===== src/rtl/crc_check_pkg.sv =====
// Shared constants and elaboration-time helpers for the CRC check datapath.
package crc_check_pkg;

    // Bits needed to hold the values 0 .. value-1.
    function automatic int get_width(input int value);
        int w;
        w = 1;
        while ((1 << w) < value) begin
            w++;
        end
        return w;
    endfunction

endpackage


===== src/rtl/crc_check_bit_step.sv =====
// One MSB-first bit of the CRC shift-XOR recurrence; purely combinational.
module crc_bit_step #(
    parameter int VERI_BITS = 32
) (
    input  logic [VERI_BITS-1:0] crc_cur,
    input  logic                 bit_in,
    input  logic [VERI_BITS-1:0] poly,
    output logic [VERI_BITS-1:0] crc_nxt
);

    always_comb begin
        crc_nxt = {crc_cur[VERI_BITS-2:0], 1'b0} ^ ((crc_cur[VERI_BITS-1] ^ bit_in) ? poly : '0);
    end

endmodule


===== src/rtl/crc_check.sv =====
// Receive-side CRC verifier: shifts {data, crc_in} MSB-first through the
// generator recurrence and reports pass when the final residue is zero.
module crc_check
    import crc_check_pkg::*;
#(
    parameter int VERI_BITS = 32,
    parameter int DATA_BITS = 32
) (
    input  logic                 clk,
    input  logic                 rst,
    input  logic                 en,
    input  logic [VERI_BITS-1:0] veri_poly,
    input  logic [DATA_BITS-1:0] data,
    input  logic [VERI_BITS-1:0] crc_in,
    output logic                 busy,
    output logic                 done,
    output logic                 pass,
    output logic [VERI_BITS-1:0] residue
);

    localparam int TOTAL_BITS = DATA_BITS + VERI_BITS;
    // One extra count so the terminal value TOTAL_BITS fits without wrapping.
    localparam int CNT_W = get_width(TOTAL_BITS + 1);
    localparam logic [CNT_W-1:0] CNT_LAST = CNT_W'(TOTAL_BITS);

    typedef enum logic [1:0] {
        S_IDLE = 2'd0,
        S_CALC = 2'd1,
        S_DONE = 2'd2
    } state_t;

    state_t                  state_q, state_d;
    logic [TOTAL_BITS-1:0]   shift_q, shift_d;
    logic [VERI_BITS-1:0]    poly_q, poly_d;
    logic [VERI_BITS-1:0]    crc_q, crc_d;
    logic [CNT_W-1:0]        cnt_q, cnt_d;
    logic                    done_q, done_d;
    logic                    pass_q, pass_d;
    logic [VERI_BITS-1:0]    residue_q, residue_d;
    logic [VERI_BITS-1:0]    crc_step;

    crc_bit_step #(
        .VERI_BITS (VERI_BITS)
    ) u_step (
        .crc_cur (crc_q),
        .bit_in  (shift_q[TOTAL_BITS-1]),
        .poly    (poly_q),
        .crc_nxt (crc_step)
    );

    always_comb begin
        state_d   = state_q;
        shift_d   = shift_q;
        poly_d    = poly_q;
        crc_d     = crc_q;
        cnt_d     = cnt_q;
        done_d    = 1'b0;
        pass_d    = pass_q;
        residue_d = residue_q;
        case (state_q)
            S_IDLE: begin
                if (en) begin
                    state_d   = S_CALC;
                    shift_d   = {data, crc_in};
                    poly_d    = veri_poly;
                    crc_d     = '0;
                    cnt_d     = '0;
                    pass_d    = 1'b0;
                    residue_d = '0;
                end
            end
            S_CALC: begin
                // The edge after the last shift publishes the result.
                if (cnt_q == CNT_LAST) begin
                    state_d   = S_DONE;
                    residue_d = crc_q;
                    pass_d    = (crc_q == '0);
                    done_d    = 1'b1;
                end else begin
                    shift_d = {shift_q[TOTAL_BITS-2:0], 1'b0};
                    crc_d   = crc_step;
                    cnt_d   = cnt_q + CNT_W'(1);
                end
            end
            S_DONE: begin
                state_d = S_IDLE;
            end
            default: begin
                state_d = S_IDLE;
            end
        endcase
    end

    always_ff @(posedge clk) begin
        if (rst) begin
            state_q   <= S_IDLE;
            shift_q   <= '0;
            poly_q    <= '0;
            crc_q     <= '0;
            cnt_q     <= '0;
            done_q    <= 1'b0;
            pass_q    <= 1'b0;
            residue_q <= '0;
        end else begin
            state_q   <= state_d;
            shift_q   <= shift_d;
            poly_q    <= poly_d;
            crc_q     <= crc_d;
            cnt_q     <= cnt_d;
            done_q    <= done_d;
            pass_q    <= pass_d;
            residue_q <= residue_d;
        end
    end

    assign busy    = (state_q != S_IDLE);
    assign done    = done_q;
    assign pass    = pass_q;
    assign residue = residue_q;

endmodule


===== config.mk =====
export PLATFORM = sky130hd
export DESIGN_NAME = crc_check
export DESIGN_NICKNAME = d
export VERILOG_FILES = /design/src/rtl/crc_check_pkg.sv /design/src/rtl/crc_check_bit_step.sv /design/src/rtl/crc_check.sv
export SDC_FILE = /design/constraint.sdc
export NUM_CORES = 1
export LEC_CHECK = 0
export CORE_MARGIN = 8
export CORE_UTILIZATION = 47
export CTS_CLUSTER_SIZE = 12
export DETAILED_ROUTE_END_ITERATION = 12
export PLACE_DENSITY = 0.78
export SLEW_MARGIN = 20
export SYNTH_ARGS = -nofsm -noshare
export SYNTH_HDL_FRONTEND = slang
export SYNTH_SLANG_ARGS = --single-unit

===== constraint.sdc =====
create_clock -name clk -period 5.6 [get_ports clk]
set_clock_uncertainty 0.15 [all_clocks]
set_input_delay 0.84 -clock clk [delete_from_list [all_inputs] [get_ports clk]]
set_output_delay 0.84 -clock clk [all_outputs]
set_load 0.01 [all_outputs]

==> metrics.yaml, run 1 <==
sta:
  setup_viol: 0
  fin_crit_ps: 3190
  slew_headroom_pct: 26.1
  rsz0062_at_grt: "false"
  slew_viol_final: 0
  min_period_over_period_pct: 57.0
  fmaxAchievable_mhz: 313
  fin_setup_tns_ps: 0
  final_hold_viol_count: 0
  tightest_slew_ps: 1110
final_layout:
  final_nets: 945
  n_antenna_cell: 0
  fin_cells: 1036
  syn_to_final_growth_pct: 30.0
  drive_gt1_share_pct: 5.26
pwr:
  leakagePower_uw: 0.00338
  power_density_mw_per_mm2: 311
  ir_drop_mv: 0.249
routing:
  vias_per_cell: 5.26
  drc: 0
  ant_nets: 0
  detail_route.wl_per_cell_um: 14.9
  first_pass_iters: 5
  via_count: 5446
  wl_mm: 15.5
  drt-initial-drc-count: 447
floorplanning:
  rows: 43
  die_w_um: 135
  die_height_um: 135
  dieArea_sq_mm: 0.0182
  initial_utilization_pct: 48.0
  io_pins: 134
  core_sq_mm: 0.0138
grt:
  grt.overflow.total: 0
  antenna_found_initial: 0
  grt_max_degree: 83
  grt_pass1_vias: 5156
  grt_pass1_wl_mm: 24.9
  grt_use_total_pct: 16.9
logic_synthesis:
  synth.avg_cell_area_sq_um: 9.06
  synth-edff-count: 0
  ys_warn_count: 0
  ys_types: 36
  yosysSeqAreaShare_pct: 51.5
  syn_area_sq_mm: 0.00664
  synthFlopType: "dfxtp_1"
  synthArstFlopShare_pct: 0
  synth_cells: 733
  syn_nets: 834
  ys_ff_latch: 171
worst_setup_path:
  r2r_setup_slack_ps: 2910
  setup.worst_path.end_class: "flip-flop"
  rr_worst_depth: 5
  critPathArrivalTime_ps: 3390
  r2r_end: "cnt_q[5]$_SDFFE_PP0P_"
  path_class: "in -> reg"
  reg2reg_from: "cnt_q[3]$_SDFFE_PP0P_"
  worstPathRequired_ps: 5790
  start_kind: "input port"
  critPathMaxFanout: 82
clock_network:
  numClockSinks: 171
  numCtsBuffers: 17
  clockRootBuffer: "clkbuf_16"
  htreeDepth: 4
  tritoncts: "built"
  cts_buffer_depth: 2
  clk_latency_ps: 420
  hold_buffers: 0
  cts.reportedPaths.clkPinSlew_ps: 60
  cts_resized: 0
  cts_setup_buffers: 0
placement:
  portBuffers: 133
  gp_congestion: 0.823
  post-place-cells: 1005
  hpwl_mm: 10.5
outcome:
  status: "complete, no violations"
min_path:
  hp-class: "reg -> reg"
  hold_path_depth: 2
  hp-start: "shift_q[47]$_SDFFE_PP0P_"
  hold_path_end: "shift_q[47]$_SDFFE_PP0P_"
job:
  drv_cap: 0
cells in the mapped netlist (5+ instances only):
library cell,number,area share (%)
a21oi_1,38,2.9
nand4_1,5,0.47
o21ai_1,56,4.2
mux2i_1,63,9.5
nand2_1,195,11
xor2_1,31,4.1
o21ai_0,42,3.2
nor2_1,6,0.34
clkbuf_1,25,1.4
buf_2,10,0.75
a22o_1,33,4.4
inv_1,8,0.45
dfxtp_1,171,52
buf_6,8,1.4
nor4_1,9,0.85
worst max-delay path: stages:
cell and delay (ps):
clkdlybuf4s50_1 770, nand2b_1 350, o32ai_4 760, buf_12 400, a21oi_1 80, a21oi_1 170
per-stage QoR:
step	util [%]	cell area [sq um]	setup slack [ps]	power (uW)	hold WS, ps
detailed placement	58.2	8050	2000	1560	291
global placement	58.2	8050	2070	1560	284
global route	62.5	8640	2230	2780	322
finish	62.5	8640	2410	2680	295
CTS	62.4	8630	2420	2710	299
floorplan	-	6640	3170	1450	273
metal layers:
| metal | track usage (%) | part of all wire [%] |
|---|---|---|
| met5 | 0 | 0 |
| met4 | 5.12 | 1.0 |
| met3 | 5.31 | 6.7 |
| met2 | 26.5 | 46 |
| met1 | 21.5 | 46 |
sequential cells by signal (all words and copies together), names as in the netlist:
name,flops
cnt_q,7
crc_q,32
done,1
pass,1
poly_q,32
residue,32
shift_q,64
state_q,2
cells in the final DEF, fill, tap and decap left out, types with 3 or more instances in the layout:
master,n
and3_1,3
xor2_1,30
mux2i_1,63
nor2_1,6
dfxtp_1,171
clkdlybuf4s50_1,133
clkbuf_8,4
clkbuf_16,17
o21ai_1,55
buf_4,7
a22o_1,33
a21oi_1,38
o21ai_0,42
clkbuf_1,4
nand2_1,194
nor4_1,9
inv_1,8
nand4_1,5
cells by family after synthesis:
group	synth area share [%]
adder cells (fa/ha/maj)	0.377
AND/OR/NAND/NOR	14.4
buffers and inverters	4.37
AO/OA/AOI/OAI	15.7
multiplexers	9.49
flip-flops	51.5
XOR/XNOR	4.09
worst max path at each step:
stage	startpoint	end	slack, ps
final	rst	cnt_q[5]$_SDFFE_PP0P_	2410
after global routing	rst	cnt_q[5]$_SDFFE_PP0P_	2230
after CTS	rst	cnt_q[5]$_SDFFE_PP0P_	2420
after detailed placement	rst	cnt_q[5]$_SDFFE_PP0P_	2000
after global placement	rst	cnt_q[5]$_SDFFE_PP0P_	2070
after floorplan	rst	residue[13]$_SDFFE_PP0P_	3170
area by class of cell:
type | count | area (sq um)
Fill cell | 1174 | 5190
Multi-Input combinational cell | 505 | 2970
Clock buffer | 25 | 495
Clock inverter | 6 | 86.3
Sequential cell | 171 | 3420
Inverter | 8 | 30.0
Tap cell | 180 | 225
Timing Repair Buffer | 141 | 1400
where the power goes:
group          switching, uW  internal [uW]
clock network            447            701
logic                    117            123
registers               27.9           1270
total                    592           2090
(Power assumes the default switching activity.)
==> inputs of run 2 (changes only) <==
- CORE_UTILIZATION: 47 -> 46
- PLACE_DENSITY: 0.78 -> 0.79
- clock period: 5.6 -> 2.8 ns (I/O delays scaled with it)
==> run 2 against run 1 <==
  * Die area rose by 1.9%
  * Power up 110%
  * Sequential power is 99% higher
  * Global-route usage up 0.26 points
  * Hold slack better by 3.8 ps
  * Final cell count up 1.2%
  * Routed wire length up 1.5%
  * Setup slack worse by 1800 ps
  * Flip-flop and latch count did not move
  * Combinational power increased by 110%
==> metrics.yaml, run 2 (same netlist as run 1, synthesis figures left out) <==
clock_network:
  clk_latency_ps: 430
  cts_resized: 0
  numCtsBuffers: 17
  numClockSinks: 171
  clockRootBuffer: "clkbuf_16"
  cts.reportedPaths.clkPinSlew_ps: 60
  htreeDepth: 4
  tritoncts: "built"
  cts_buffer_depth: 2
  hold_buffers: 0
  cts_setup_buffers: 0
worst_setup_path:
  r2r_setup_slack_ps: 620
  critPathMaxFanout: 103
  cp_slowest_cell: "or4b_4"
  worstPathRequired_ps: 3010
  critPathArrivalTime_ps: 2390
  path_class: "reg -> reg"
  setup.worst_path.end_class: "flip-flop"
  rr_worst_depth: 5
  crit_chain: "or4b_4, o32ai_4, buf_12, a21oi_1, a21oi_1"
  start_kind: "flip-flop"
  cp_common_cell: "a21oi_1"
  cpPeakStageDelay_ps: 600
min_path:
  hold_path_depth: 2
  hp-class: "reg -> reg"
grt:
  grt_pass1_vias: 5265
  grt_use_total_pct: 17.1
  grt_max_degree: 104
  antenna_found_initial: 0
  grt.overflow.total: 0
  grt_pass1_wl_mm: 25.4
routing:
  vias_per_cell: 5.21
  via_count: 5459
  drc: 0
  drt-initial-drc-count: 367
  first_pass_iters: 5
  wl_mm: 15.7
  detail_route.wl_per_cell_um: 15.0
  ant_nets: 0
final_layout:
  multi_input_area_sq_mm: 0.00297
  layout.cells.most_common: "nand2_1"
  regMostFlops: "shift_q"
  largest_reg_flops: 64
  n_antenna_cell: 0
  syn_to_final_growth_pct: 32.3
  ff_latch_area_sq_mm: 0.00342
  final_cell_mix: "nand2_1 (195), dfxtp_1 (171), clkdlybuf4s50_1 (133)"
  final_nets: 952
  nFillCells: 1222
  drive_gt1_share_pct: 6.37
floorplanning:
  core_sq_mm: 0.0143
  die_w_um: 136
  rows: 44
  die_height_um: 136
  dieArea_sq_mm: 0.0185
  io_pins: 134
  initial_utilization_pct: 46.4
job:
  drv_cap: 0
pwr:
  power_density_mw_per_mm2: 638
  leakagePower_uw: 0.00345
  ir_drop_mv: 0.399
sta:
  min_period_over_period_pct: 77.9
  fin_setup_tns_ps: 0
  slew_headroom_pct: 62.3
  tightest_slew_ps: 565
  final_hold_viol_count: 0
  setup_viol: 0
  rsz0062_at_grt: "false"
  slew_viol_final: 0
  fin_crit_ps: 2180
  hold_ws_ps: 299
  fmaxAchievable_mhz: 458
placement:
  hpwl_mm: 10.6
  portBuffers: 133
  gp_congestion: 0.780
outcome:
  status: "complete, no violations"
[run 2: changes by cell type in the layout (fill, tap and decap cells not counted), sizes merged]
cell      delta
buf          +7
bufinv       +2
clkbuf       -7
clkinv       +1
clkinvlp     +1
inv          +4
[run 2: power by group]
group	internal (uW)	leakage, uW	switching (uW)
Combinational	257	0.00175	236
Sequential	2530	0.00139	57.0
Clock	1520	0.000305	1010
Total	4310	0.00345	1300
[run 2: metal layers]
metal / global-route usage [%] / vias up / routed length, um / part of all wire, %
met5: 0 / - / 0 / 0
met3: 6.39 / 22 / 1240 / 7.9
met2: 26.1 / 172 / 7060 / 45
li1: - / 2739 / - / -
met4: 6.04 / 0 / 239 / 1.5
met1: 21.7 / 2526 / 7160 / 46
[run 2: path summary, 6_finish.rpt]
check                                 from                        to
hold reg to reg   shift_q[32]$_SDFFE_PP0P_  shift_q[32]$_SDFFE_PP0P_
setup reg to reg     cnt_q[2]$_SDFFE_PP0P_     cnt_q[5]$_SDFFE_PP0P_
hold / removal    shift_q[32]$_SDFFE_PP0P_  shift_q[32]$_SDFFE_PP0P_
setup / recovery     cnt_q[2]$_SDFFE_PP0P_     cnt_q[5]$_SDFFE_PP0P_
[run 2: worst max-delay path, delay by kind of cell, from the launching register on]
family          cells  cell delay (ps)
simple gates        1              600
compound gates      3              540
buf+inv             1              430
flops               1              360
[run 2: through the flow]
step / power [uW] / cells / util, % / area, sq um / setup WS (ps)
3_3_place_gp: 3130 / 1016 / 56.9 / 8150 / 439
3_5_place_dp: 3140 / 1016 / 56.9 / 8150 / 368
4_1_cts: 5650 / 1048 / 61.4 / 8790 / 606
2_1_floorplan: 2910 / 733 / - / 6640 / 788
5_1_grt: 5810 / 1048 / 61.4 / 8790 / 491
6_report: 5610 / 1048 / 61.4 / 8790 / 619
[run 2: area by class of cell]
class / count / share of cell area [%]
Timing Repair Buffer: 148 / 17.0
Tap cell: 184 / 2.62
Sequential cell: 171 / 39.0
Multi-Input combinational cell: 505 / 33.8
Inverter: 8 / 0.342
Clock inverter: 14 / 2.39
Clock buffer: 18 / 4.88
==> inputs of run 3 (changes only) <==
- CORE_UTILIZATION: 46 -> 47
- PLACE_DENSITY: 0.79 -> 0.78
- clock period: 2.8 -> 2.29 ns (I/O delays scaled with it)
==> run 3 against run 2 <==
  * Combinational power rose by 25%
  * Die area fell by 1.9%
  * Register-to-register slack got worse by 410 ps
  * Count of clock-buffer cells in the layout rose by 4
  * Power rose by 16%
  * Setup slack got worse by 410 ps
  * Global-route usage rose by 0.69 points
  * Critical endpoint is now residue[18]$_SDFFE_PP0P_
==> metrics.yaml, run 3 (same netlist as run 1, synthesis figures left out) <==
placement:
  dpl_cell_area_sq_mm: 0.00820
  gp_congestion: 0.802
  portBuffers: 133
  hpwl_mm: 10.9
final_layout:
  final_nets: 961
  drive_gt1_share_pct: 7.45
  final_cell_mix: "nand2_1 (195), dfxtp_1 (171), clkdlybuf4s50_1 (133)"
  largest_reg_flops: 64
  layout.cells.most_common: "nand2_1"
  syn_to_final_growth_pct: 32.1
  regMostFlops: "shift_q"
  fin_util_pct: 63.5
  n_antenna_cell: 0
  fin_area_sq_mm: 0.00878
pwr:
  power_density_mw_per_mm2: 740
  leakagePower_uw: 0.00345
  ir_drop_mv: 0.526
grt:
  grt_use_total_pct: 17.8
  grt_pass1_vias: 5387
  grt_max_degree: 64
  grt_pass1_wl_mm: 26.5
  antenna_found_initial: 0
  grt.overflow.total: 0
clock_network:
  cts_buffer_depth: 2
  tritoncts: "built"
  cts.reportedPaths.clkPinSlew_ps: 60
  clk_latency_ps: 420
  clockRootBuffer: "clkbuf_16"
  numClockSinks: 171
  numCtsBuffers: 17
  htreeDepth: 4
  hold_buffers: 0
sta:
  setup_viol: 0
  fin_crit_ps: 2080
  slew_headroom_pct: 30.8
  rsz0062_at_grt: "false"
  final_hold_viol_count: 0
  fin_setup_tns_ps: 0
  min_period_over_period_pct: 91.0
  tightest_slew_ps: 1040
  fmaxAchievable_mhz: 480
  slew_viol_final: 0
routing:
  ant_nets: 0
  first_pass_iters: 4
  wl_mm: 15.6
  vias_per_cell: 5.15
  detail_route.wl_per_cell_um: 14.8
  drc: 0
  drt-initial-drc-count: 367
  via_count: 5420
floorplanning:
  initial_utilization_pct: 48.0
  rows: 43
  die_w_um: 135
  dieArea_sq_mm: 0.0182
  core_sq_mm: 0.0138
  io_pins: 134
  die_height_um: 135
worst_setup_path:
  worstPathRequired_ps: 2450
  path_class: "reg -> reg"
  critPathMaxFanout: 14
  start_kind: "flip-flop"
  setup.worst_path.end_class: "flip-flop"
  critPathArrivalTime_ps: 2250
outcome:
  status: "complete, no violations"
job:
  drv_cap: 0
min_path:
  hp-class: "reg -> reg"
[run 3: path summary, 6_finish.rpt]
check                           startpoint                       end  slack (ps)  cells past startpoint
hold reg to reg   shift_q[40]$_SDFFE_PP0P_  shift_q[40]$_SDFFE_PP0P_         300                      2
setup reg to reg     cnt_q[2]$_SDFFE_PP0P_  residue[18]$_SDFFE_PP0P_         210                      5
setup / recovery     cnt_q[2]$_SDFFE_PP0P_  residue[18]$_SDFFE_PP0P_         210                      5
hold / removal    shift_q[40]$_SDFFE_PP0P_  shift_q[40]$_SDFFE_PP0P_         300                      2
[run 3: routing by layer]
metal | global-route usage, % | routed length, um | vias up
met5 | 0 | 0 | -
met4 | 6.49 | 157 | 0
met3 | 4.90 | 951 | 14
met2 | 27.7 | 7290 | 131
met1 | 23.0 | 7240 | 2516
li1 | - | - | 2759
[run 3: where the power goes]
part / switching [uW] / internal [uW]
combinational: 295 / 322
sequential: 65.0 / 3100
clock: 1190 / 1520
[run 3: area by class of cell]
class	instances	area [sq um]
clock inverter	10	82.6
clock buffer	22	484
multi-input combinational	505	2980
fill	1167	5050
timing repair buffer	157	1550
tap	180	225
sequential	171	3420
inverter	8	30.0
[run 3: timing repair]
action / 4_1_cts / 5_1_grt
setup endpoints to repair: 0 / 19
gates resized for setup: 0 / 2
setup buffers: 0 / 0
[run 3: worst max-delay path, stage by stage (launching register included)]
cell and delay, ps:
dfxtp_1 360, or4b_4 600, nor3_2 320, nor3_4 140, buf_4 210, a22o_1 190
[run 3: per-stage QoR]
step | power [uW] | setup WS (ps) | std cells | hold WS, ps
floorplan | 3560 | 355 | 733 | 273
global placement | 3830 | -17.8 | 1021 | 283
detailed placement | 3850 | -40.8 | 1021 | 291
CTS | 6550 | 80.0 | 1053 | 299
global route | 6780 | 97.0 | 1053 | 305
finish | 6500 | 207 | 1053 | 298
==> edit: new RTL, settings of run 2 <==
Encoding of `state_t`: now one-hot (3 bits for 3 states).
--- a/src/rtl/crc_check.sv
+++ b/src/rtl/crc_check.sv
@@ -24,8 +24,8 @@
     localparam logic [CNT_W-1:0] CNT_LAST = CNT_W'(TOTAL_BITS);
 
-    typedef enum logic [1:0] {
-        S_IDLE = 2'd0,
-        S_CALC = 2'd1,
-        S_DONE = 2'd2
+    typedef enum logic [2:0] {
+        S_IDLE = 3'b001,
+        S_CALC = 3'b010,
+        S_DONE = 3'b100
     } state_t;
 
Check against the original RTL: same outputs for any inputs over 10 cycles, from zero or initial values and one cycle with rst high; not proved beyond that.
==> edit against run 2 <==
- final cell count fell by 3.1%
- sequential cell count is 1 higher
- via count up 1.2%
- power is 0.44% higher
- worst setup slack got worse by 220 ps
- utilization is essentially flat
- count of clock-buffer cells in the layout is 1 lower
- area after synthesis rose by 0.96%
- cell area rose by 0.38%
- routed wire length rose by 2.2%
==> edit: results (changes against run 2) <==
cells_and_area:
  fin_cells: 1015  # -3.1%
  fillers: 1212  # -0.82%
  drive_gt1_share_pct: 15.0  # +8.7 points
  final_nets: 919  # -3.5%
worst_setup_path:
  r2r_setup_slack_ps: 460  # -160 ps
  crit-reg2reg-launch: "state_q[0]"
  worst_r2r_endpoint: "crc_q[7]"
  cp-end-kind: "primary output"
  r2r.worst_path.cells: 4  # -1
  slowest_stage: "clkdlybuf4s50_1"
  max_stage_delay_ps: 500  # -100 ps
  critPathKind: "register to primary output"
  cp_top_family: "buffers and inverters"
  crit_path_end: "busy"
global_routing:
  grt_pass1_wl_um: 26700  # +4.8%
  grt.total_usage_pct: 17.7  # +0.54 points
  grt_max_degree: 96  # -7.7%
  grt_util_met2_pct: 28.2  # +2.1 points
  grt_use_met3_pct: 5.51  # -0.89 points
  use_met1_pct: 22.0  # +0.30 points
place:
  placed_cells: 983  # -3.2%
  routabilityCongestion: 0.803  # +2.9%
  place_ws_ps: 410  # +42.3 ps
  hpwl_um: 10900  # +3.0%
detailed_routing:
  drtIter0Drc: 406  # +11%
  dr.pass1.iters: 5  # unchanged
  routed_wl_um: 16000  # +2.2%
  vias_per_cell: 5.44  # +4.5%
status:
  status: "finished clean"
sta:
  slew_headroom_pct: 41.7  # -21 points
  period_share_pct: 85.9  # +8.0 points
hold_path:
  hold_class: "input port to register"
cts:
  clock-root-buffer: "clkbuf_16"
power:
  irDropWorstVdd_v: 0.000413  # +3.5%
  p_leak_uw: 0.00332  # -3.8%
logic_synthesis:
  syn_inst: 708  # -3.4%
  ys_types: 42  # +17%
  synthTopCellsByArea: "dfxtp_1 (51%), o221a_2 (11%), a22o_1 (8.4%), nor2_1 (7.3%), nand2_1 (5.6%)"
-- edit: cell count changes after synthesis, moves of 31 or more --
cell and delta:
a22o_1 +31, nor2_1 +124, o21ai_1 -55, o221a_2 +63
nand2_1 -95, o21ai_0 -39, mux2i_1 -62
-- edit: kinds of logic (layout without fill, tap and decap cells) --
| group | after synthesis | in the layout | synth area share [%] |
|---|---|---|---|
| mux | 2 | 2 | 0.317 |
| fa+ha+maj | 2 | 2 | 0.373 |
| compound gates | 176 | 176 | 23.1 |
| xor+xnor | 31 | 31 | 4.05 |
| flops | 172 | 172 | 51.3 |
| simple gates | 264 | 264 | 16.6 |
| buf+inv | 61 | 184 | 4.16 |
-- edit: metrics by stage --
stage / total power, uW / hold slack (ps) / util, % / cell area, um2
2_1_floorplan: 3040 / 287 / - / 6710
3_3_place_gp: 3270 / 291 / 57.2 / 8220
3_5_place_dp: 3280 / 297 / 57.2 / 8220
4_1_cts: 5680 / 234 / 61.4 / 8820
5_1_grt: 5860 / 257 / 61.4 / 8820
6_report: 5630 / 251 / 61.4 / 8820
-- edit: worst min-delay path by stage --
stage | startpoint | endpoint | slack (ps)
final | rst | poly_q[13] | 250
after global routing | rst | poly_q[7] | 260
after CTS | rst | poly_q[7] | 230
after detailed placement | poly_q[18] | poly_q[18] | 300
after global placement | pass | pass | 290
after floorplan | poly_q[0] | poly_q[0] | 290
-- edit: power breakdown --
part           total, uW  switching, uW  internal [uW]
sequential          2650           74.2           2580
clock               2410           1050           1350
combinational        578            273            305
-- edit: layout make-up --
cell class | count | area [um2] | area share (%)
repair buffers | 147 | 1480 | 16.8
well taps | 184 | 230 | 2.61
flip-flops and latches | 172 | 3440 | 39.0
inverters | 5 | 18.8 | 0.213
multi-input cells | 475 | 3040 | 34.5
clock buffers | 17 | 425 | 4.82
clock inverters | 15 | 178 | 2.01
-- edit: metal layers --
layer  vias to the layer above  wire, um
met1                      2600      7170
met5                         -         0
met4                         0       103
met3                         7      1290
li1                       2745         -
met2                       171      7480
